**config.mk**
```make
export PLATFORM = sky130hd
export DESIGN_NAME = my_in_cond2
export DESIGN_NICKNAME = d
export VERILOG_FILES = /design/src/rtl/my_in_cond2.sv
export SDC_FILE = /design/constraint.sdc
export NUM_CORES = 1
export LEC_CHECK = 0
export CAP_MARGIN = 20
export CORE_MARGIN = 2
export CORE_UTILIZATION = 30
export CTS_CLUSTER_DIAMETER = 30
export CTS_CLUSTER_SIZE = 12
export DETAILED_ROUTE_END_ITERATION = 10
export GPL_ROUTABILITY_DRIVEN = 1
export GPL_TIMING_DRIVEN = 0
export HOLD_SLACK_MARGIN = 0.06
export PLACE_DENSITY = 0.45
export SLEW_MARGIN = 5
export SYNTH_ARGS = -nofsm -noshare
export SYNTH_HDL_FRONTEND = slang
export SYNTH_SLANG_ARGS = --single-unit
export TNS_END_PERCENT = 20
```
**constraint.sdc**
```tcl
create_clock -name clk -period 1.6 [get_ports clk]
set_input_delay 0.24 -clock clk [delete_from_list [all_inputs] [get_ports clk]]
set_output_delay 0.24 -clock clk [all_outputs]
set_load 0.02 [all_outputs]
```
**src/rtl/my_in_cond2.sv**
```systemverilog
// my_in_cond2 -- two-channel input conditioner feeding the 2-input AND gate stage.
//
// Each raw asynchronous level (a_in, b_in) goes through a 2-flop synchronizer
// and a counter-based debouncer. A channel's output flips only after the
// synchronized input has disagreed with it for CNT_MAX consecutive
// qualification cycles. Any reversion of the input restarts the count.
//
// Parameters:
//   CNT_W    width of each channel's debounce counter
//   CNT_MAX  mismatching cycles before a flip (legal range 2 .. 2^CNT_W-1)
//
// Ports:
//   clk      system clock, rising edge
//   rst_n    asynchronous active-low reset
//   a_in     raw input, channel A
//   b_in     raw input, channel B
//   a_out    debounced level, channel A (gate input a)
//   b_out    debounced level, channel B (gate input b)
//   settled  high while both channels sit in STABLE
//
// Optional (macro MY_IN_COND2_EDGE_EN defined):
//   a_rise, a_fall, b_rise, b_fall  one-cycle pulses, high in the cycle the
//                                   corresponding output first shows its new level

module my_in_cond2_chan #(
    parameter int unsigned CNT_W   = 16,
    parameter int unsigned CNT_MAX = 50000
) (
    input  logic clk,
    input  logic rst_n,
    input  logic x_in,
    output logic x_out,
    output logic stable
`ifdef MY_IN_COND2_EDGE_EN
    ,
    output logic rise,
    output logic fall
`endif
);

    typedef enum logic {STABLE = 1'b0, CHECK = 1'b1} state_t;

    localparam logic [CNT_W-1:0] CNT_LAST = CNT_W'(CNT_MAX - 1);
    localparam logic [CNT_W-1:0] CNT_ONE  = CNT_W'(1);

    logic             s1, s2;
    logic             lvl_nxt;
    logic [CNT_W-1:0] cnt, cnt_nxt;
    state_t           state, state_nxt;

    always_comb begin
        state_nxt = state;
        cnt_nxt   = cnt;
        lvl_nxt   = x_out;
        case (state)
            STABLE: begin
                cnt_nxt = '0;
                if (s2 != x_out) begin
                    state_nxt = CHECK;
                    cnt_nxt   = CNT_ONE;
                end
            end
            CHECK: begin
                if (s2 == x_out) begin
                    // input reverted: glitch rejected
                    state_nxt = STABLE;
                    cnt_nxt   = '0;
                end else if (cnt == CNT_LAST) begin
                    // counter is cleared here, so it can never wrap
                    lvl_nxt   = ~x_out;
                    state_nxt = STABLE;
                    cnt_nxt   = '0;
                end else begin
                    cnt_nxt = cnt + CNT_ONE;
                end
            end
            default: begin
                state_nxt = STABLE;
                cnt_nxt   = '0;
            end
        endcase
    end

    always_ff @(posedge clk or negedge rst_n) begin
        if (!rst_n) begin
            s1    <= 1'b0;
            s2    <= 1'b0;
            state <= STABLE;
            cnt   <= '0;
            x_out <= 1'b0;
        end else begin
            s1    <= x_in;
            s2    <= s1;
            state <= state_nxt;
            cnt   <= cnt_nxt;
            x_out <= lvl_nxt;
        end
    end

    assign stable = (state == STABLE);

`ifdef MY_IN_COND2_EDGE_EN
    // Registered alongside x_out, so each pulse coincides with the new level.
    always_ff @(posedge clk or negedge rst_n) begin
        if (!rst_n) begin
            rise <= 1'b0;
            fall <= 1'b0;
        end else begin
            rise <= lvl_nxt & ~x_out;
            fall <= ~lvl_nxt & x_out;
        end
    end
`endif

endmodule

module my_in_cond2 #(
    parameter int unsigned CNT_W   = 16,
    parameter int unsigned CNT_MAX = 50000
) (
    input  logic clk,
    input  logic rst_n,
    input  logic a_in,
    input  logic b_in,
    output logic a_out,
    output logic b_out,
    output logic settled
`ifdef MY_IN_COND2_EDGE_EN
    ,
    output logic a_rise,
    output logic a_fall,
    output logic b_rise,
    output logic b_fall
`endif
);

    logic a_stable, b_stable;

    my_in_cond2_chan #(
        .CNT_W   (CNT_W),
        .CNT_MAX (CNT_MAX)
    ) u_chan_a (
        .clk    (clk),
        .rst_n  (rst_n),
        .x_in   (a_in),
        .x_out  (a_out),
        .stable (a_stable)
`ifdef MY_IN_COND2_EDGE_EN
        ,
        .rise   (a_rise),
        .fall   (a_fall)
`endif
    );

    my_in_cond2_chan #(
        .CNT_W   (CNT_W),
        .CNT_MAX (CNT_MAX)
    ) u_chan_b (
        .clk    (clk),
        .rst_n  (rst_n),
        .x_in   (b_in),
        .x_out  (b_out),
        .stable (b_stable)
`ifdef MY_IN_COND2_EDGE_EN
        ,
        .rise   (b_rise),
        .fall   (b_fall)
`endif
    );

    // Decoded straight from the state flops: no added latency.
    assign settled = a_stable & b_stable;

endmodule

```
==> impl_metrics.json, run 1 <==
{
  "swShare_pct": 22.38,
  "violations": "negative setup slack",
  "clk_path_buf_depth": 2,
  "max_slew_margin_pct": 72.35,
  "slowest_delay_ns": 0.56,
  "cts.sinks": 40,
  "die_y_um": 83.83,
  "area_growth_pct": 21.92,
  "hold_violations": 0,
  "worst_clock_skew_ns": 0.005037,
  "core_um2": 6241,
  "cp.arrival_ns": 2.05,
  "drv_cap": 0,
  "cts_root_buf": "clkbuf_8",
  "route.detailed.drc": 0,
  "synth_fa_ha_area_share_pct": 1.309,
  "ys_ff_latch": 40,
  "die_width_um": 83.83,
  "outcome": "finished, violations left",
  "synthCells": 184,
  "synth-simple-area-share_pct": 26.77,
  "p_clk_share_pct": 37.8,
  "layout_commonest_cell": "dfrtp_1",
  "p_seq_share_pct": 57.0,
  "hold_class": "in -> async",
  "synthMuxAreaShare_pct": 1.374,
  "finalSetupViolCount": 28,
  "numCtsBuffers": 5,
  "synth_top_family_by_area": "simple AND/OR/NAND/NOR gates",
  "synth_nets": 190,
  "syn-cell-area_um2": 1912,
  "portBuffers": 6,
  "instances_no_fill": 285,
  "rsz0062_at_grt": "yes",
  "fmax_ghz": 0.5366,
  "layout-drive-gt1-share_pct": 20.19,
  "synth_compound_area_share_pct": 1.440,
  "fin_crit_sh_pct": 116.5,
  "dr.pass1.iters": 4,
  "wirelength_mm": 3.760,
  "routabilityCongestion": 0.7952,
  "hpwl_mm": 2.448,
  "drtIter0Drc": 54,
  "grt_pass1_wl_mm": 6.548,
  "num_rows": 29,
  "viasPerCell": 4.719,
  "place_inst": 268,
  "htreeDepth": 2,
  "synth_cell_types": 31,
  "worstPathRequired_ns": 1.78,
  "slew_violations": 0,
  "final_nets": 213,
  "setup_slack_ns": -0.2637,
  "clkTransAtPathRegs_ns": 0.08,
  "yosysSeqAreaShare_pct": 52.36,
  "worst_path_max_delay_cell": "or4b_4",
  "cts_tree": "yes",
  "vdd_drop_max_mv": 0.4964,
  "io_pins": 7,
  "critPathKind": "reg -> reg",
  "mostFrequentLayoutCells": "dfrtp_1, xnor2_1, nor2_1",
  "grt_antenna_before_repair": 0,
  "yosys_warnings": 0,
  "min_period_ns": 1.864,
  "switchingPower_mw": 0.4068,
  "leakage_nw": 0.8817,
  "crit_path_start_kind": "flop",
  "gr-total-overflow": 0,
  "postSynthAreaPerCell_um2": 10.39,
  "diodes": 0,
  "track_usage_pct": 11.59,
  "end_kind": "flop",
  "clk_latency_ns": 0.29,
  "grt_max_degree": 40,
  "synth_xor_xnor_area_share_pct": 13.29,
  "p_int_mw": 1.411,
  "report.power.total_mw": 1.818,
  "worstMarginPinSlew_ns": 0.4110,
  "vias": 1345,
  "start_util_pct": 30.63,
  "grt_pass1_vias": 1352,
  "die_area_um2": 7027,
  "fin_setup_tns_ns": -4.478,
  "p_comb_share_pct": 5.2,
  "power_density_nw_per_um2": 779.8,
  "ant_nets": 0,
  "crit_chain": "or4b_4, nor4_4, or2_1, buf_6, clkbuf_16, nor2_2",
  "detail_route.wl_per_cell_um": 13.19,
  "cp_max_fo": 6
}
## logic make-up after synthesis
kind of cell               count (synthesis)
xor gates and xnor gates                  29
adders and majority gates                  2
DFF                                       40
and+or+nand+nor                           96
buffers and inverters                     11
muxes                                      2
AOI/OAI and AO/OA                          4
## critical path, delay by kind of cell (launching register included)
| family | cells | cell delay (ns) |
|---|---|---|
| AND/OR/NAND/NOR | 4 | 1.08 |
| flip-flops | 1 | 0.39 |
| buffers and inverters | 2 | 0.29 |
## routing by layer
layer  up-vias  routed length (um)  global-route usage, %
met5         -                   0                      0
met4         0                  14                  3.666
li1        672                   -                      -
met1       645                1756                  15.36
met2        26                1872                  18.47
met3         2                 116                  3.165
## cells in the mapped netlist, drive strengths merged
master   instances  share of area (%)
nor3             7                1.8
nand2            9                1.8
nand4bb          1               0.59
nor4            12                4.3
nand4            8                2.6
and2             1               0.33
xor2             3                1.4
xnor2           26                 12
or4bb            1               0.59
nand2b           2               0.65
ha               2                1.3
or2              2               0.65
and3             2               0.65
a21o             1               0.39
mux2             2                1.4
or4              2               0.79
a21oi            1               0.26
inv              8                1.6
or4b             1               0.52
dfrtp           40                 52
a211oi           1               0.39
o31ai            1               0.39
nor2            36                8.4
nand3           12                3.1
buf              3                1.9
## registers in the layout, indices dropped and copies added, names as in the netlist
| register | cells |
|---|---|
| u_chan_a.state | 1 |
| u_chan_a.cnt | 16 |
| u_chan_b.state | 1 |
| u_chan_a.x_out | 1 |
| u_chan_a.s1 | 1 |
| u_chan_b.x_out | 1 |
| u_chan_b.s1 | 1 |
| u_chan_a.s2 | 1 |
| u_chan_b.cnt | 16 |
| u_chan_b.s2 | 1 |
## path summary, 6_finish.rpt
check,from,to,slack (ns),cells past startpoint
worst max-delay path,u_chan_b.cnt[13]$_DFF_PN0_,u_chan_b.cnt[9]$_DFF_PN0_,-0.26,6
worst min-delay path,rst_n,u_chan_b.cnt[11]$_DFF_PN0_,0.27,2
worst max register to register,u_chan_b.cnt[13]$_DFF_PN0_,u_chan_b.cnt[9]$_DFF_PN0_,-0.26,6
worst min register to register,u_chan_b.s1$_DFF_PN0_,u_chan_b.s2$_DFF_PN0_,0.35,0
max in group asynchronous,rst_n,u_chan_a.cnt[4]$_DFF_PN0_,0.93,3
min in group clk,u_chan_b.s1$_DFF_PN0_,u_chan_b.s2$_DFF_PN0_,0.35,0
## timing repair
action / CTS / global route
buffers inserted: 3 / 4
cloned: 0 / 1
resized for setup: 9 / 5
endpoints found under the hold margin: 40 / 0
hold buffers: 1 / 0
pin swaps: 7 / 5
endpoints found under the setup margin: 29 / 34
## per-stage QoR
step	hold slack [ns]	util (%)	worst slack (ns)	area, um^2
floorplan	-0.05559	-	-0.09626	1917
global placement	0.3371	33.22	-0.6845	2073
detailed placement	0.04363	33.46	-0.3531	2088
CTS	0.2712	36.07	-0.2769	2251
global route	0.2672	37.35	-0.3288	2331
finish	0.2708	37.35	-0.2637	2331
## power by group through the flow
| stage | combinational, mW | sequential [mW] | clock [mW] |
|---|---|---|---|
| after floorplan | 0.0407 | 1.05 | 0 |
| after global placement | 0.0768 | 1.06 | 0 |
| after detailed placement | 0.0844 | 1.06 | 0 |
| after CTS | 0.0877 | 1.04 | 0.716 |
| after global routing | 0.107 | 1.04 | 0.778 |
| final | 0.0949 | 1.04 | 0.686 |
## cell type report
cell class,instances,area (um^2)
clock buffer,6,82.58
timing repair buffer,16,161.4
tap,77,96.34
inverter,8,30.03
multi-input combinational,133,907.1
sequential,40,1001
fill,624,3910
buffer,3,42.54
clock inverter,2,10.01
Power figures use the tool's default switching activity.
==> run 2, diff against run 1 <==
--- a/config.mk
+++ b/config.mk
@@ -14,6 +14,7 @@
 export GPL_ROUTABILITY_DRIVEN = 1
 export GPL_TIMING_DRIVEN = 0
 export HOLD_SLACK_MARGIN = 0.06
+export MAX_ROUTING_LAYER = met4
 export PLACE_DENSITY = 0.45
 export SLEW_MARGIN = 5
 export SYNTH_ARGS = -nofsm -noshare
==> impl_metrics.json, run 2 (synthesis results as in run 1) <==
{
  "worst_path_max_delay_cell": "or4b_4",
  "drv_cap": 0,
  "slowest_delay_ns": 0.56,
  "layout_commonest_cell": "dfrtp_1",
  "mostFrequentLayoutCells": "dfrtp_1, xnor2_1, nor2_1",
  "grt_pass1_wl_mm": 6.548,
  "grt_antenna_before_repair": 0,
  "setup_slack_ns": -0.2637,
  "slew_violations": 0,
  "rsz0062_at_grt": "yes",
  "hold_class": "in -> async",
  "top_regs": "u_chan_a.cnt (16), u_chan_b.cnt (16)",
  "wirelength_mm": 3.757,
  "viasPerCell": 4.691,
  "numCtsBuffers": 5,
  "instances_no_fill": 285,
  "cts_tree": "yes",
  "critPathKind": "reg -> reg",
  "die_area_um2": 7027,
  "detail_route.wl_per_cell_um": 13.18,
  "track_usage_pct": 11.91,
  "cts.sinks": 40,
  "finalSetupViolCount": 28,
  "p_int_mw": 1.411,
  "clk_path_buf_depth": 2,
  "cp_max_fo": 6,
  "start_util_pct": 30.63,
  "hold_violations": 0,
  "die_y_um": 83.83,
  "vias": 1337,
  "post-route-util_pct": 37.35,
  "crit_chain": "or4b_4, nor4_4, or2_1, buf_6, clkbuf_16, nor2_2",
  "p_comb_share_pct": 5.2,
  "path_delay_family": "simple AND/OR/NAND/NOR gates",
  "p_clk_share_pct": 37.7,
  "fin_crit_sh_pct": 116.5,
  "diodes": 0,
  "violations": "negative setup slack",
  "leakage_nw": 0.8817,
  "swShare_pct": 22.35,
  "cts_root_buf": "clkbuf_8",
  "grt_max_degree": 40,
  "cp.buffers_inverters": 2,
  "crit_path_start_kind": "flop",
  "max_slew_margin_pct": 72.30,
  "die_width_um": 83.83,
  "portBuffers": 6,
  "fin_setup_tns_ns": -4.474,
  "place_inst": 268,
  "clk_latency_ns": 0.29,
  "worst_clock_skew_ns": 0.005290,
  "p_seq_share_pct": 57.0,
  "clkTransAtPathRegs_ns": 0.08,
  "min_period_ns": 1.864,
  "fmax_ghz": 0.5366,
  "dr.pass1.iters": 4,
  "outcome": "finished, violations left",
  "io_pins": 7,
  "gr-total-overflow": 0,
  "grt_pass1_vias": 1349,
  "power_density_nw_per_um2": 779.5,
  "routabilityCongestion": 0.8066,
  "vdd_drop_max_mv": 0.4957,
  "cp.arrival_ns": 2.05,
  "hpwl_mm": 2.448,
  "htreeDepth": 2,
  "hold_slack_ns": 0.2708,
  "area_growth_pct": 21.92,
  "core_um2": 6241,
  "end_kind": "flop",
  "layout-drive-gt1-share_pct": 20.19,
  "switchingPower_mw": 0.4062,
  "worstMarginPinSlew_ns": 0.4117,
  "num_rows": 29,
  "final_nets": 213,
  "drtIter0Drc": 53,
  "worstPathRequired_ns": 1.78,
  "ant_nets": 0,
  "route.detailed.drc": 0
}
==> run 2: cell counts in the layout (fill, tap and decap cells not counted) <==
No cell type changed its count.
==> run 2: cell type report <==
type                    count  area (um^2)
fillers                   624         3910
flip-flops and latches     40         1001
multi-input cells         133        907.1
repair buffers             16        161.4
well taps                  77        96.34
clock buffers               6        82.58
plain buffers               3        42.54
inverters                   8        30.03
clock inverters             2        10.01
==> run 2: per-layer routing <==
layer / vias to the layer above / share of wire, % / track usage (%)
met3: 2 / 2.7 / 3.066
li1: 672 / - / -
met1: 643 / 47 / 15.42
met5: - / 0 / -
met2: 20 / 50 / 18.47
met4: 0 / 0.37 / 3.666
==> run 2: what timing repair did <==
action                                  in CTS  in global routing
cloned                                       0                  1
resized for setup                            9                  5
buffers inserted                             3                  4
hold buffers                                 1                  0
endpoints found under the setup margin      29                 34
hold endpoints to repair                    40                  0
pin swaps                                    7                  5
==> run 2: power groups by stage <==
stage / sequential (mW) / clock, mW / combinational [mW]
4_1_cts: 1.04 / 0.716 / 0.0877
5_1_grt: 1.04 / 0.778 / 0.107
2_1_floorplan: 1.05 / 0 / 0.0407
3_5_place_dp: 1.06 / 0 / 0.0844
3_3_place_gp: 1.06 / 0 / 0.0768
6_report: 1.04 / 0.686 / 0.0948
==> run 2: per-stage QoR <==
step,instance area [um^2],setup slack [ns],power (mW)
global placement,2073,-0.6845,1.132
floorplan,1917,-0.09626,1.094
detailed placement,2088,-0.3531,1.141
CTS,2251,-0.2769,1.840
finish,2331,-0.2637,1.817
global route,2331,-0.3288,1.924
==> run 2: path summary, 6_finish.rpt <==
kind,startpoint,to,slack (ns),depth (start not counted)
setup / recovery,u_chan_b.cnt[13]$_DFF_PN0_,u_chan_b.cnt[9]$_DFF_PN0_,-0.26,6
max in group asynchronous,rst_n,u_chan_a.cnt[4]$_DFF_PN0_,0.93,3
hold / removal,rst_n,u_chan_b.cnt[11]$_DFF_PN0_,0.27,2
setup reg to reg,u_chan_b.cnt[13]$_DFF_PN0_,u_chan_b.cnt[9]$_DFF_PN0_,-0.26,6
hold reg to reg,u_chan_b.s1$_DFF_PN0_,u_chan_b.s2$_DFF_PN0_,0.35,0
min in group clk,u_chan_b.s1$_DFF_PN0_,u_chan_b.s2$_DFF_PN0_,0.35,0
==> run 2: worst reg2reg max path, stage by stage, from the launching register on <==
cell	delay, ns
dfrtp_1	0.39
or4b_4	0.56
nor4_4	0.32
or2_1	0.16
buf_6	0.14
clkbuf_16	0.15
nor2_2	0.04
==> run 3, diff against run 2 <==
--- a/config.mk
+++ b/config.mk
@@ -16,7 +16,7 @@
 export HOLD_SLACK_MARGIN = 0.06
 export MAX_ROUTING_LAYER = met4
 export PLACE_DENSITY = 0.45
-export SLEW_MARGIN = 5
+export SLEW_MARGIN = 20
 export SYNTH_ARGS = -nofsm -noshare
 export SYNTH_HDL_FRONTEND = slang
 export SYNTH_SLANG_ARGS = --single-unit
==> impl_metrics.json, run 3 (synthesis results as in run 1) <==
{
  "diodes": 0,
  "start_util_pct": 30.63,
  "swShare_pct": 22.27,
  "place_inst": 268,
  "p_clk_share_pct": 37.7,
  "setup_slack_ns": -0.2886,
  "p_seq_share_pct": 57.2,
  "clkTransAtPathRegs_ns": 0.08,
  "drv_cap": 0,
  "detail_route.wl_per_cell_um": 13.60,
  "min_period_ns": 1.889,
  "die_width_um": 83.83,
  "cts_tree": "yes",
  "layout-drive-gt1-share_pct": 19.90,
  "finalSetupViolCount": 28,
  "die_y_um": 83.83,
  "max_slew_margin_pct": 73.32,
  "grt_pass1_wl_mm": 6.506,
  "wirelength_mm": 3.850,
  "final_nets": 211,
  "route.detailed.drc": 0,
  "clk_path_buf_depth": 2,
  "io_pins": 7,
  "layout_commonest_cell": "dfrtp_1",
  "area_growth_pct": 21.01,
  "post-route-util_pct": 37.07,
  "dr.pass1.iters": 4,
  "switchingPower_mw": 0.4037,
  "vias": 1357,
  "hold_violations": 0,
  "outcome": "finished, violations left",
  "portBuffers": 6,
  "crit_path_start_kind": "flop",
  "fin_setup_tns_ns": -4.572,
  "top_regs": "u_chan_a.cnt (16), u_chan_b.cnt (16)",
  "grt_pass1_vias": 1388,
  "fin_crit_sh_pct": 118.0,
  "drtIter0Drc": 27,
  "p_comb_share_pct": 5.1,
  "rsz0062_at_grt": "yes",
  "slew_violations": 0,
  "cp.arrival_ns": 2.07,
  "num_rows": 29,
  "critPathKind": "reg -> reg",
  "fmax_ghz": 0.5295,
  "cts_root_buf": "clkbuf_8",
  "ant_nets": 0,
  "fillCellCount": 632,
  "gr-total-overflow": 0,
  "core_um2": 6241,
  "die_area_um2": 7027,
  "end_kind": "flop",
  "power_density_nw_per_um2": 783.6,
  "violations": "negative setup slack",
  "worstMarginPinSlew_ns": 0.3966,
  "leakage_nw": 0.8904,
  "vdd_drop_max_mv": 0.4034,
  "worst_clock_skew_ns": 0.007489,
  "hold_class": "reg -> reg",
  "instances_no_fill": 283,
  "htreeDepth": 2,
  "regToRegSetupSlack_ns": -0.29,
  "routabilityCongestion": 0.8066,
  "mostFrequentLayoutCells": "dfrtp_1, xnor2_1, nor2_1",
  "worstPathRequired_ns": 1.79,
  "track_usage_pct": 11.89,
  "cts.sinks": 40,
  "viasPerCell": 4.795,
  "p_int_mw": 1.409,
  "numCtsBuffers": 5,
  "grt_antenna_before_repair": 0,
  "clk_latency_ns": 0.29,
  "cp_max_fo": 6,
  "hpwl_mm": 2.548,
  "grt_max_degree": 29
}
## run 3: critical path, stage by stage, from the launching register on
cell and delay (ns):
dfrtp_1 0.39, or4b_4 0.55, nor4_4 0.36, or2_1 0.17
buf_6 0.13, clkbuf_16 0.15, nor2_2 0.04
## run 3: final timing paths
check | startpoint | endpoint | cells after the start
max | u_chan_b.cnt[13]$_DFF_PN0_ | u_chan_b.cnt[12]$_DFF_PN0_ | 6
min | u_chan_b.s1$_DFF_PN0_ | u_chan_b.s2$_DFF_PN0_ | 0
max reg2reg | u_chan_b.cnt[13]$_DFF_PN0_ | u_chan_b.cnt[12]$_DFF_PN0_ | 6
min reg2reg | u_chan_b.s1$_DFF_PN0_ | u_chan_b.s2$_DFF_PN0_ | 0
max in group asynchronous | rst_n | u_chan_a.cnt[0]$_DFF_PN0_ | 3
min in group asynchronous | rst_n | u_chan_b.cnt[11]$_DFF_PN0_ | 2
## run 3: timing repair
action	in CTS	in global routing
hold endpoints to repair	12	0
gates resized for setup	10	5
hold buffers	1	0
cloned	0	1
setup buffers	2	3
setup endpoints to repair	29	33
pin swaps	7	5
## run 3: metal layers
layer  part of all wire (%)  up-vias  GRT usage, %
met3                    3.1        8         3.363
met2                     49       22         18.62
met1                     46      662         14.71
met4                    1.2        0         4.399
li1                       -      665             -
met5                      0        -             -
## run 3: per-stage QoR
| step | hold slack, ns | total power, mW | worst slack, ns | instance area (um^2) |
|---|---|---|---|---|
| after global routing | 0.3707 | 1.918 | -0.3463 | 2313 |
| final | 0.3577 | 1.813 | -0.2886 | 2313 |
| after global placement | 0.3371 | 1.132 | -0.6845 | 2073 |
| after detailed placement | 0.1671 | 1.140 | -0.3661 | 2088 |
| after floorplan | -0.05559 | 1.094 | -0.09626 | 1917 |
| after CTS | 0.3631 | 1.840 | -0.2881 | 2241 |
## run 3: cell type report
| type | instances | area [um^2] | share of cell area (%) |
|---|---|---|---|
| inverters | 8 | 30.03 | 1.298 |
| plain buffers | 3 | 42.54 | 1.839 |
| flip-flops and latches | 40 | 1002 | 43.32 |
| well taps | 77 | 96.34 | 4.164 |
| clock inverters | 2 | 10.01 | 0.4327 |
| repair buffers | 14 | 148.9 | 6.436 |
| multi-input cells | 133 | 900.9 | 38.94 |
| clock buffers | 6 | 82.58 | 3.569 |
## run 3: power by group through the flow
| stage | logic (mW) | registers, mW | clock network (mW) |
|---|---|---|---|
| 5_1_grt | 0.105 | 1.04 | 0.775 |
| 2_1_floorplan | 0.0407 | 1.05 | 0 |
| 4_1_cts | 0.0875 | 1.04 | 0.716 |
| 3_5_place_dp | 0.0838 | 1.06 | 0 |
| 6_report | 0.0925 | 1.04 | 0.684 |
| 3_3_place_gp | 0.0768 | 1.06 | 0 |
